==> config.mk <==
export PLATFORM = sky130hd
export DESIGN_NAME = fetch_stage_flat
export DESIGN_NICKNAME = d
export VERILOG_FILES = /design/src/rtl/fetch_pkg.sv /design/src/rtl/fetch_if.sv /design/src/rtl/fetch_pc_reg.sv /design/src/rtl/fetch_stage.sv /design/src/flat_wrapper.sv
export SDC_FILE = /design/constraint.sdc
export NUM_CORES = 1
export LEC_CHECK = 0
export CELL_PAD_IN_SITES_DETAIL_PLACEMENT = 0
export CELL_PAD_IN_SITES_GLOBAL_PLACEMENT = 1
export CORE_MARGIN = 2
export CORE_UTILIZATION = 32
export CTS_BUF_LIST = sky130_fd_sc_hd__clkbuf_4 sky130_fd_sc_hd__clkbuf_8
export DETAILED_ROUTE_END_ITERATION = 12
export PLACE_DENSITY = 0.95
export SLEW_MARGIN = 40
export SYNTH_ARGS = -nofsm -noshare
export SYNTH_HDL_FRONTEND = slang
export SYNTH_SLANG_ARGS = --single-unit
export TNS_END_PERCENT = 30
==> constraint.sdc <==
create_clock -name clk -period 3.6 [get_ports clk]
set_input_delay 0.54 -clock clk [delete_from_list [all_inputs] [get_ports clk]]
set_output_delay 0.54 -clock clk [all_outputs]
set_load 0.02 [all_outputs]
==> src/rtl/fetch_pkg.sv <==
// Shared types and constants for the instruction fetch stage.
package fetch_pkg;

  typedef enum logic [1:0] {
    FS_REQ,
    FS_WAIT,
    FS_KILL
  } fetch_state_t;

  localparam logic [31:0] NOP_INSTR = 32'h0000_0013;
  localparam logic [31:0] PC_STEP   = 32'd4;

  function automatic logic [31:0] align_word(input logic [31:0] a);
    return a & ~32'h0000_0003;
  endfunction

endpackage

==> src/rtl/fetch_if.sv <==
// Instruction-memory request/response channel between fetch and imem.
interface fetch_if;

  logic        imem_req_valid;
  logic        imem_req_ready;
  logic [31:0] imem_addr;
  logic        imem_rsp_valid;
  logic [31:0] imem_rsp_data;

  modport master (
    output imem_req_valid,
    output imem_addr,
    input  imem_req_ready,
    input  imem_rsp_valid,
    input  imem_rsp_data
  );

  modport slave (
    input  imem_req_valid,
    input  imem_addr,
    output imem_req_ready,
    output imem_rsp_valid,
    output imem_rsp_data
  );

endinterface

==> src/rtl/fetch_pc_reg.sv <==
// Fetch PC register: reset, word-aligned load of a redirect target, or step by one word.
module pc_reg
  import fetch_pkg::*;
#(
  parameter logic [31:0] RESET_PC = 32'h0000_0000
) (
  input  logic        clk,
  input  logic        rst_n,
  input  logic        load_i,
  input  logic [31:0] target_i,
  input  logic        inc_i,
  output logic [31:0] pc_o
);

  logic [31:0] pc_q, pc_d;

  always_comb begin
    pc_d = pc_q;
    if (load_i) begin
      pc_d = align_word(target_i);
    end else if (inc_i) begin
      pc_d = pc_q + PC_STEP;
    end
  end

  always_ff @(posedge clk) begin
    if (!rst_n) begin
      pc_q <= RESET_PC;
    end else begin
      pc_q <= pc_d;
    end
  end

  assign pc_o = pc_q;

endmodule

==> src/rtl/fetch_stage.sv <==
// Instruction fetch stage: single-outstanding imem requests, output register to decode,
// branch/flush redirect.
module fetch_stage
  import fetch_pkg::*;
#(
  parameter logic [31:0] RESET_PC = 32'h0000_0000
) (
  input  logic        clk,
  input  logic        rst_n,
  input  logic        PCsrc,
  input  logic [31:0] pc_target,
  input  logic        flush,
  input  logic        stall,
  fetch_if.master     imem,
  output logic [31:0] instr,
  output logic [31:0] pc,
  output logic [31:0] pc_plus4,
  output logic        instr_valid
);

  fetch_state_t state_q, state_d;
  logic [31:0]  instr_q, instr_d;
  logic [31:0]  pc_q, pc_d;
  logic         valid_q, valid_d;
  logic [31:0]  fetch_pc;
  logic         consume, redirect, req_valid, load_pc, inc_pc;

  assign consume  = valid_q & ~stall;
  assign redirect = flush | (PCsrc & consume);

  pc_reg #(.RESET_PC(RESET_PC)) u_pc_reg (
    .clk      (clk),
    .rst_n    (rst_n),
    .load_i   (load_pc),
    .target_i (pc_target),
    .inc_i    (inc_pc),
    .pc_o     (fetch_pc)
  );

  always_comb begin
    state_d   = state_q;
    instr_d   = instr_q;
    pc_d      = pc_q;
    valid_d   = valid_q;
    req_valid = 1'b0;
    load_pc   = 1'b0;
    inc_pc    = 1'b0;
    unique case (state_q)
      FS_REQ: begin
        req_valid = ~redirect & (~valid_q | consume);
        if (consume) valid_d = 1'b0;
        if (req_valid & imem.imem_req_ready) state_d = FS_WAIT;
      end
      FS_WAIT: begin
        if (imem.imem_rsp_valid & ~flush) begin
          instr_d = imem.imem_rsp_data;
          pc_d    = fetch_pc;
          valid_d = 1'b1;
          inc_pc  = 1'b1;
          state_d = FS_REQ;
        end else if (flush) begin
          // A response arriving with the flush is dropped here; otherwise it is still in flight.
          state_d = imem.imem_rsp_valid ? FS_REQ : FS_KILL;
        end
      end
      FS_KILL: begin
        if (imem.imem_rsp_valid) state_d = FS_REQ;
      end
      default: state_d = FS_REQ;
    endcase
    if (redirect) begin
      load_pc = 1'b1;
      valid_d = 1'b0;
      instr_d = NOP_INSTR;
    end
  end

  always_ff @(posedge clk) begin
    if (!rst_n) begin
      state_q <= FS_REQ;
      instr_q <= NOP_INSTR;
      pc_q    <= RESET_PC;
      valid_q <= 1'b0;
    end else begin
      state_q <= state_d;
      instr_q <= instr_d;
      pc_q    <= pc_d;
      valid_q <= valid_d;
    end
  end

  assign imem.imem_req_valid = req_valid;
  assign imem.imem_addr      = fetch_pc;
  assign instr               = instr_q;
  assign pc                  = pc_q;
  assign pc_plus4            = pc_q + PC_STEP;
  assign instr_valid         = valid_q;

endmodule

==> src/flat_wrapper.sv <==
// flat-port wrapper written by rule: the top's interface ports become plain ports
module fetch_stage_flat import fetch_pkg::*;
#(
  parameter logic [31:0] RESET_PC = 32'h0000_0000
)
  (clk, rst_n, PCsrc, pc_target, flush, stall, instr, pc, pc_plus4, instr_valid, imem_imem_req_valid, imem_imem_addr, imem_imem_req_ready, imem_imem_rsp_valid, imem_imem_rsp_data);
  fetch_if imem_i ();
  input  logic clk;
  input  logic rst_n;
  input  logic PCsrc;
  input  logic [31:0] pc_target;
  input  logic flush;
  input  logic stall;
  output logic [31:0] instr;
  output logic [31:0] pc;
  output logic [31:0] pc_plus4;
  output logic instr_valid;
  output wire logic [$bits(imem_i.imem_req_valid)-1:0] imem_imem_req_valid;
  output wire logic [$bits(imem_i.imem_addr)-1:0] imem_imem_addr;
  input wire logic [$bits(imem_i.imem_req_ready)-1:0] imem_imem_req_ready;
  input wire logic [$bits(imem_i.imem_rsp_valid)-1:0] imem_imem_rsp_valid;
  input wire logic [$bits(imem_i.imem_rsp_data)-1:0] imem_imem_rsp_data;
  assign imem_imem_req_valid = imem_i.imem_req_valid;
  assign imem_imem_addr = imem_i.imem_addr;
  assign imem_i.imem_req_ready = imem_imem_req_ready;
  assign imem_i.imem_rsp_valid = imem_imem_rsp_valid;
  assign imem_i.imem_rsp_data = imem_imem_rsp_data;
  fetch_stage #(.RESET_PC(RESET_PC)) u_core (.clk(clk), .rst_n(rst_n), .PCsrc(PCsrc), .pc_target(pc_target), .flush(flush), .stall(stall), .imem(imem_i), .instr(instr), .pc(pc), .pc_plus4(pc_plus4), .instr_valid(instr_valid));
endmodule
==> results.sh, run 1 <==
export IMPL_firstDrtPassIters=4
export IMPL_finalHoldViolCount=0
export IMPL_fin_crit_sh_pct=88.9
export IMPL_io_pins=201
export IMPL_antenna_found_initial=0
export IMPL_finalSetupViolations=0
export IMPL_met2_length_mm=6.76
export IMPL_drc=0
export IMPL_path_cells="nand4_1, nor3_1, buf_4, and2_1, nand3_1, xnor2_1, clkdlybuf4s50_1"
export IMPL_grt_max_degree=63
export IMPL_ys_seq_elements=95
export IMPL_antenna_cells=0
export IMPL_ys_warnings_count=0
export IMPL_die_y_microns=122
export IMPL_grt_pass1_vias=4133
export IMPL_cts_buffers=9
export IMPL_clockRootBuffer="clkbuf_8"
export IMPL_cp_top_family="buffers and inverters"
export IMPL_max_freq_mhz=312
export IMPL_synth_common_cells="151 x nand2_1, 95 x dfxtp_1, 70 x a21oi_1"
export IMPL_topRoutingLayerUsed="met4"
export IMPL_grt_usage_pct=18.5
export IMPL_grt_pass1_wl_mm=21.9
export IMPL_grt_overflow=0
export IMPL_cts_max_level=3
export IMPL_hp_start="u_core.instr[7]$_SDFFE_PP0P_"
export IMPL_ys_types=37
export IMPL_clkLatencyLatePin_ns=0.36
export IMPL_die_area_sq_mm=0.0149
export IMPL_post_cts_resized=0
export IMPL_wl_per_cell_microns=14.9
export IMPL_relSlewSlack_pct=57.3
export IMPL_crit_type="flip-flop to output pin"
export IMPL_synth_top_cell_area_share_pct=42.7
export IMPL_vias=4520
export IMPL_worstReg2RegStart="u_core.u_pc_reg.pc_o[4]$_SDFFE_PN0P_"
export IMPL_hold_path_class="flip-flop to flip-flop"
export IMPL_placed_cell_area_sq_mm=0.00656
export IMPL_yosysTopAreaCell="dfxtp_1"
export IMPL_area_growth_pct=51.8
export IMPL_drt_iter0_markers=193
export IMPL_vias_per_cell=4.86
export IMPL_wirelength_mm=13.9
export IMPL_tightest_slew_ns=0.640
export IMPL_finalClockSkew_ns=0.0125
export IMPL_cts_setup_buffers=0
export IMPL_critPathArrivalTime_ns=2.66
export IMPL_yosysMostFrequentCell="nand2_1"
export IMPL_tns_ns=0
export IMPL_dp_hpwl_mm=9.87
export IMPL_syn_area_sq_mm=0.00445
export IMPL_period_needed_ns=3.20
export IMPL_worstPathRequired_ns=3.06
export IMPL_clk_transition_reported_paths_ns=0.09
export IMPL_holdBufCountCts=0
export IMPL_cts_sinks=95
export IMPL_clockBufferDepth=2
export IMPL_finalPower_mw=2.13
export IMPL_die_w_microns=122
export IMPL_place_gp_congestion=0.780
export IMPL_tritoncts="built"
export IMPL_maxSlewViolCount=0
export IMPL_critPathBufInv=2
export IMPL_slowest_stage="clkdlybuf4s50_1"
export IMPL_drv_max_cap_violation_count=0
export IMPL_core_area_sq_mm=0.0137
export IMPL_met3_length_microns=634
export IMPL_num_rows=43
export IMPL_nNetsFinal=819
export IMPL_cp_start_kind="flip-flop"
export IMPL_grt_setup_unrepaired="no"
export IMPL_io_buffers=192
export IMPL_synth_edf_count=0
export IMPL_antenna_left=0
export IMPL_slowest_delay_ns=0.66
export IMPL_start_util_pct=32.4
export IMPL_synth_ff_type="dfxtp_1"
export IMPL_synthCells=567
export IMPL_largest_reg_flops=32
export IMPL_ys_top_cells_by_area="dfxtp_1 43%, nand2_1 13%, a21oi_1 7.9%"
export IMPL_fillers=1371
export IMPL_p_per_area_mw_per_mm2=315
export IMPL_async_reset_ff_share_pct=0
export IMPL_drive_gt1_share_pct=4.80
export IMPL_startpoint="u_core.pc[4]$_SDFFE_PN0P_"
export IMPL_crit_fanout=8
export IMPL_vdd_drop_max_mv=0.176
export IMPL_synth_area_per_cell_sq_um=7.85
export IMPL_status="complete, no violations"
export IMPL_final_area_sq_mm=0.00676
export IMPL_crit_path_end_kind="output pin"
export IMPL_yosysSeqAreaShare_pct=42.7
export IMPL_drt_met1_wl_mm=6.29
export IMPL_cellLeakagePower_nw=2.24
==> worst register-to-register path: cells and delay by family, from the launching register on <==
family | cells | cell delay (ns)
AO/OA/AOI/OAI | 1 | 0.15
flip-flops | 1 | 0.48
AND/OR/NAND/NOR | 4 | 1.49
==> power by group <==
| part | switching [mW] | internal, mW | total [mW] |
|---|---|---|---|
| combinational | 0.133 | 0.151 | 0.284 |
| clock | 0.365 | 0.353 | 0.718 |
| sequential | 0.0462 | 1.08 | 1.12 |
==> routing by layer <==
metal,vias up,track usage [%]
met4,0,6.25
met3,13,2.86
met2,114,31.1
met1,2095,24.3
li1,2298,-
met5,-,0
==> kinds of logic after synthesis <==
| kind of cell | count (synthesis) | synth area share [%] |
|---|---|---|
| multiplexers | 2 | 0.478 |
| buffers and inverters | 43 | 4.22 |
| AO/OA/AOI/OAI | 115 | 14.1 |
| other | 1 | 0.0843 |
| XOR/XNOR | 49 | 9.65 |
| flip-flops | 95 | 42.7 |
| adder cells (fa/ha/maj) | 2 | 0.562 |
| AND/OR/NAND/NOR | 260 | 28.1 |
==> layout by cell type (no fill, tap or decap), types with 3 or more instances in the layout <==
master	synthesis	routed
nand4_1	16	16
o21ai_1	3	3
clkbuf_8	0	10
o22ai_1	3	3
buf_4	6	6
nand3b_1	3	3
nor2_1	21	20
xor2_1	14	14
a211oi_1	11	11
a31oi_1	7	6
xnor2_1	35	35
nand2_1	151	151
and2_1	6	6
nor4_2	5	5
nand3_1	21	21
a21oi_1	70	70
o21ai_0	17	17
dfxtp_1	95	95
and4_1	11	11
or3_1	5	5
conb_1	1	6
and3_1	10	10
clkdlybuf4s50_1	0	192
nor3_1	5	5
inv_1	5	5
==> path summary, 6_finish.rpt <==
kind | end | cells after the start | slack [ns]
max | pc_plus4[31] | 7 | 0.40
min | u_core.instr[7]$_SDFFE_PP0P_ | 2 | 0.46
max reg2reg | u_core.u_pc_reg.pc_o[31]$_SDFFE_PN0P_ | 5 | 1.41
min reg2reg | u_core.instr[7]$_SDFFE_PP0P_ | 2 | 0.46
==> final cells by class <==
type | instances | area (sq um) | area share [%]
clock buffers | 12 | 153 | 2.26
clock inverters | 3 | 43.8 | 0.648
inverters | 6 | 23.8 | 0.352
multi-input cells | 434 | 2400 | 35.5
flip-flops and latches | 95 | 1900 | 28.2
well taps | 180 | 225 | 3.33
repair buffers | 200 | 2010 | 29.7
==> through the flow <==
step | instances | hold slack, ns | worst slack, ns | utilization [%]
detailed placement | 915 | 0.447 | 0.731 | 47.8
CTS | 930 | 0.460 | 0.316 | 49.2
floorplan | 572 | 0.533 | 1.13 | -
finish | 930 | 0.456 | 0.398 | 49.2
global route | 930 | 0.475 | 0.167 | 49.2
global placement | 915 | 0.441 | 0.755 | 47.8
Power figures use the tool's default switching activity.
==> run 2: changes to the inputs <==
--- a/config.mk
+++ b/config.mk
@@ -11,7 +11,9 @@
 export CORE_UTILIZATION = 32
 export CTS_BUF_LIST = sky130_fd_sc_hd__clkbuf_4 sky130_fd_sc_hd__clkbuf_8
 export DETAILED_ROUTE_END_ITERATION = 12
+export GPL_TIMING_DRIVEN = 0
 export PLACE_DENSITY = 0.95
+export SKIP_CTS_REPAIR_TIMING = 1
 export SLEW_MARGIN = 40
 export SYNTH_ARGS = -nofsm -noshare
 export SYNTH_HDL_FRONTEND = slang
==> results.sh, run 2 (same netlist as run 1, synthesis figures left out) <==
export IMPL_core_area_sq_mm=0.0137
export IMPL_grt_usage_pct=20.2
export IMPL_die_w_microns=122
export IMPL_drv_max_cap_violation_count=0
export IMPL_clkLatencyLatePin_ns=0.37
export IMPL_numPlacedInstances=944
export IMPL_tritoncts="built"
export IMPL_finalSetupViolations=0
export IMPL_fin_cells=960
export IMPL_cp_start_kind="flip-flop"
export IMPL_cts_sinks=95
export IMPL_vdd_drop_max_mv=0.147
export IMPL_cellLeakagePower_nw=2.30
export IMPL_antenna_left=0
export IMPL_r2r_end="u_core.instr[1]$_SDFFE_PP1P_"
export IMPL_critPathArrivalTime_ns=2.83
export IMPL_worstReg2RegStart="u_core.instr_valid$_SDFFE_PP0P_"
export IMPL_rr_worst_depth=4
export IMPL_maxSlewViolCount=0
export IMPL_fin_crit_sh_pct=93.7
export IMPL_start_util_pct=32.4
export IMPL_clk_transition_reported_paths_ns=0.09
export IMPL_wirelength_mm=15.0
export IMPL_antenna_found_initial=0
export IMPL_wl_per_cell_microns=15.6
export IMPL_crit_path_end="pc_plus4[20]"
export IMPL_nNetsFinal=848
export IMPL_cts_max_level=3
export IMPL_num_rows=43
export IMPL_regToRegSetupSlack_ns=1.32
export IMPL_largest_reg_flops=32
export IMPL_finalHoldViolCount=0
export IMPL_period_needed_ns=3.37
export IMPL_drt_iter0_markers=288
export IMPL_max_freq_mhz=296
export IMPL_finalClockSkew_ns=0.0121
export IMPL_relSlewSlack_pct=51.9
export IMPL_status="complete, no violations"
export IMPL_worstPathRequired_ns=3.06
export IMPL_antenna_cells=0
export IMPL_finalPower_mw=2.23
export IMPL_p_per_area_mw_per_mm2=325
export IMPL_clockBufferDepth=2
export IMPL_grt_pass1_vias=4303
export IMPL_die_y_microns=122
export IMPL_crit_type="flip-flop to output pin"
export IMPL_drc=0
export IMPL_io_pins=201
export IMPL_clockRootBuffer="clkbuf_8"
export IMPL_die_area_sq_mm=0.0149
export IMPL_vias_per_cell=4.92
export IMPL_vias=4722
export IMPL_final_common_cell="clkdlybuf4s50_1"
export IMPL_tightest_slew_ns=0.719
export IMPL_cts_buffers=9
export IMPL_place_gp_congestion=0.861
export IMPL_dp_hpwl_mm=11.2
export IMPL_io_buffers=192
export IMPL_grt_setup_unrepaired="no"
export IMPL_final_cell_mix="192 x clkdlybuf4s50_1, 151 x nand2_1, 95 x dfxtp_1"
export IMPL_grt_max_degree=15
export IMPL_tns_ns=0
export IMPL_grt_pass1_wl_mm=23.3
export IMPL_firstDrtPassIters=5
export IMPL_crit_fanout=6
export IMPL_grt_overflow=0
export IMPL_startpoint="u_core.pc[2]$_SDFFE_PN0P_"
export IMPL_area_growth_pct=54.3
export IMPL_crit_path_end_kind="output pin"
export IMPL_drive_gt1_share_pct=4.87
export IMPL_hold_path_class="flip-flop to flip-flop"
run 2: critical path, stage by stage (launching register included):
cell and delay, ns:
dfxtp_1 0.43, ha_1 0.28, nand2_1 0.10, nor3_2 0.42, and3_1 0.32, nand4_1 0.13
xnor2_1 0.16, clkdlybuf4s50_1 0.62
run 2: layout make-up:
| type | count | area, sq um |
|---|---|---|
| repair buffers | 192 | 1920 |
| clock buffers | 13 | 166 |
| multi-input cells | 434 | 2400 |
| fillers | 1342 | 6850 |
| plain buffers | 37 | 165 |
| clock inverters | 3 | 65.1 |
| well taps | 180 | 225 |
| flip-flops and latches | 95 | 1900 |
| inverters | 6 | 22.5 |
run 2: power by group:
part	leakage (nW)	switching, mW	internal, mW
sequential	0.773	0.0460	1.08
combinational	1.40	0.142	0.155
clock	0.120	0.366	0.444
total	2.30	0.554	1.68
run 2: routing by layer:
metal  GRT usage (%)  share of wire, %  vias to the layer above
li1                -                 -                     2357
met1            27.0                43                     2182
met2            32.5                48                      159
met3            3.23               6.9                       24
met4            8.12               2.1                        0
met5               0                 0                        -
run 2: worst min-delay path by stage:
stage	from	end	slack, ns	depth (start not counted)
after global routing	u_core.instr[29]$_SDFFE_PP0P_	u_core.instr[29]$_SDFFE_PP0P_	0.47	2
after global placement	u_core.instr[17]$_SDFFE_PP0P_	u_core.instr[17]$_SDFFE_PP0P_	0.44	2
after CTS	u_core.instr[29]$_SDFFE_PP0P_	u_core.instr[29]$_SDFFE_PP0P_	0.46	2
after detailed placement	u_core.instr[17]$_SDFFE_PP0P_	u_core.instr[17]$_SDFFE_PP0P_	0.45	2
after floorplan	u_core.instr[15]$_SDFFE_PP0P_	u_core.instr[15]$_SDFFE_PP0P_	0.53	2
final	u_core.instr[17]$_SDFFE_PP0P_	u_core.instr[17]$_SDFFE_PP0P_	0.46	2
run 2: per-stage QoR:
stage | worst slack (ns) | util, % | hold slack, ns | area [sq um]
floorplan | 1.13 | - | 0.533 | 4470
global placement | 0.204 | 48.2 | 0.441 | 6620
detailed placement | 0.448 | 48.3 | 0.447 | 6630
CTS | 0.0571 | 50.0 | 0.460 | 6860
global route | 0.0287 | 50.0 | 0.469 | 6870
finish | 0.225 | 50.0 | 0.458 | 6870
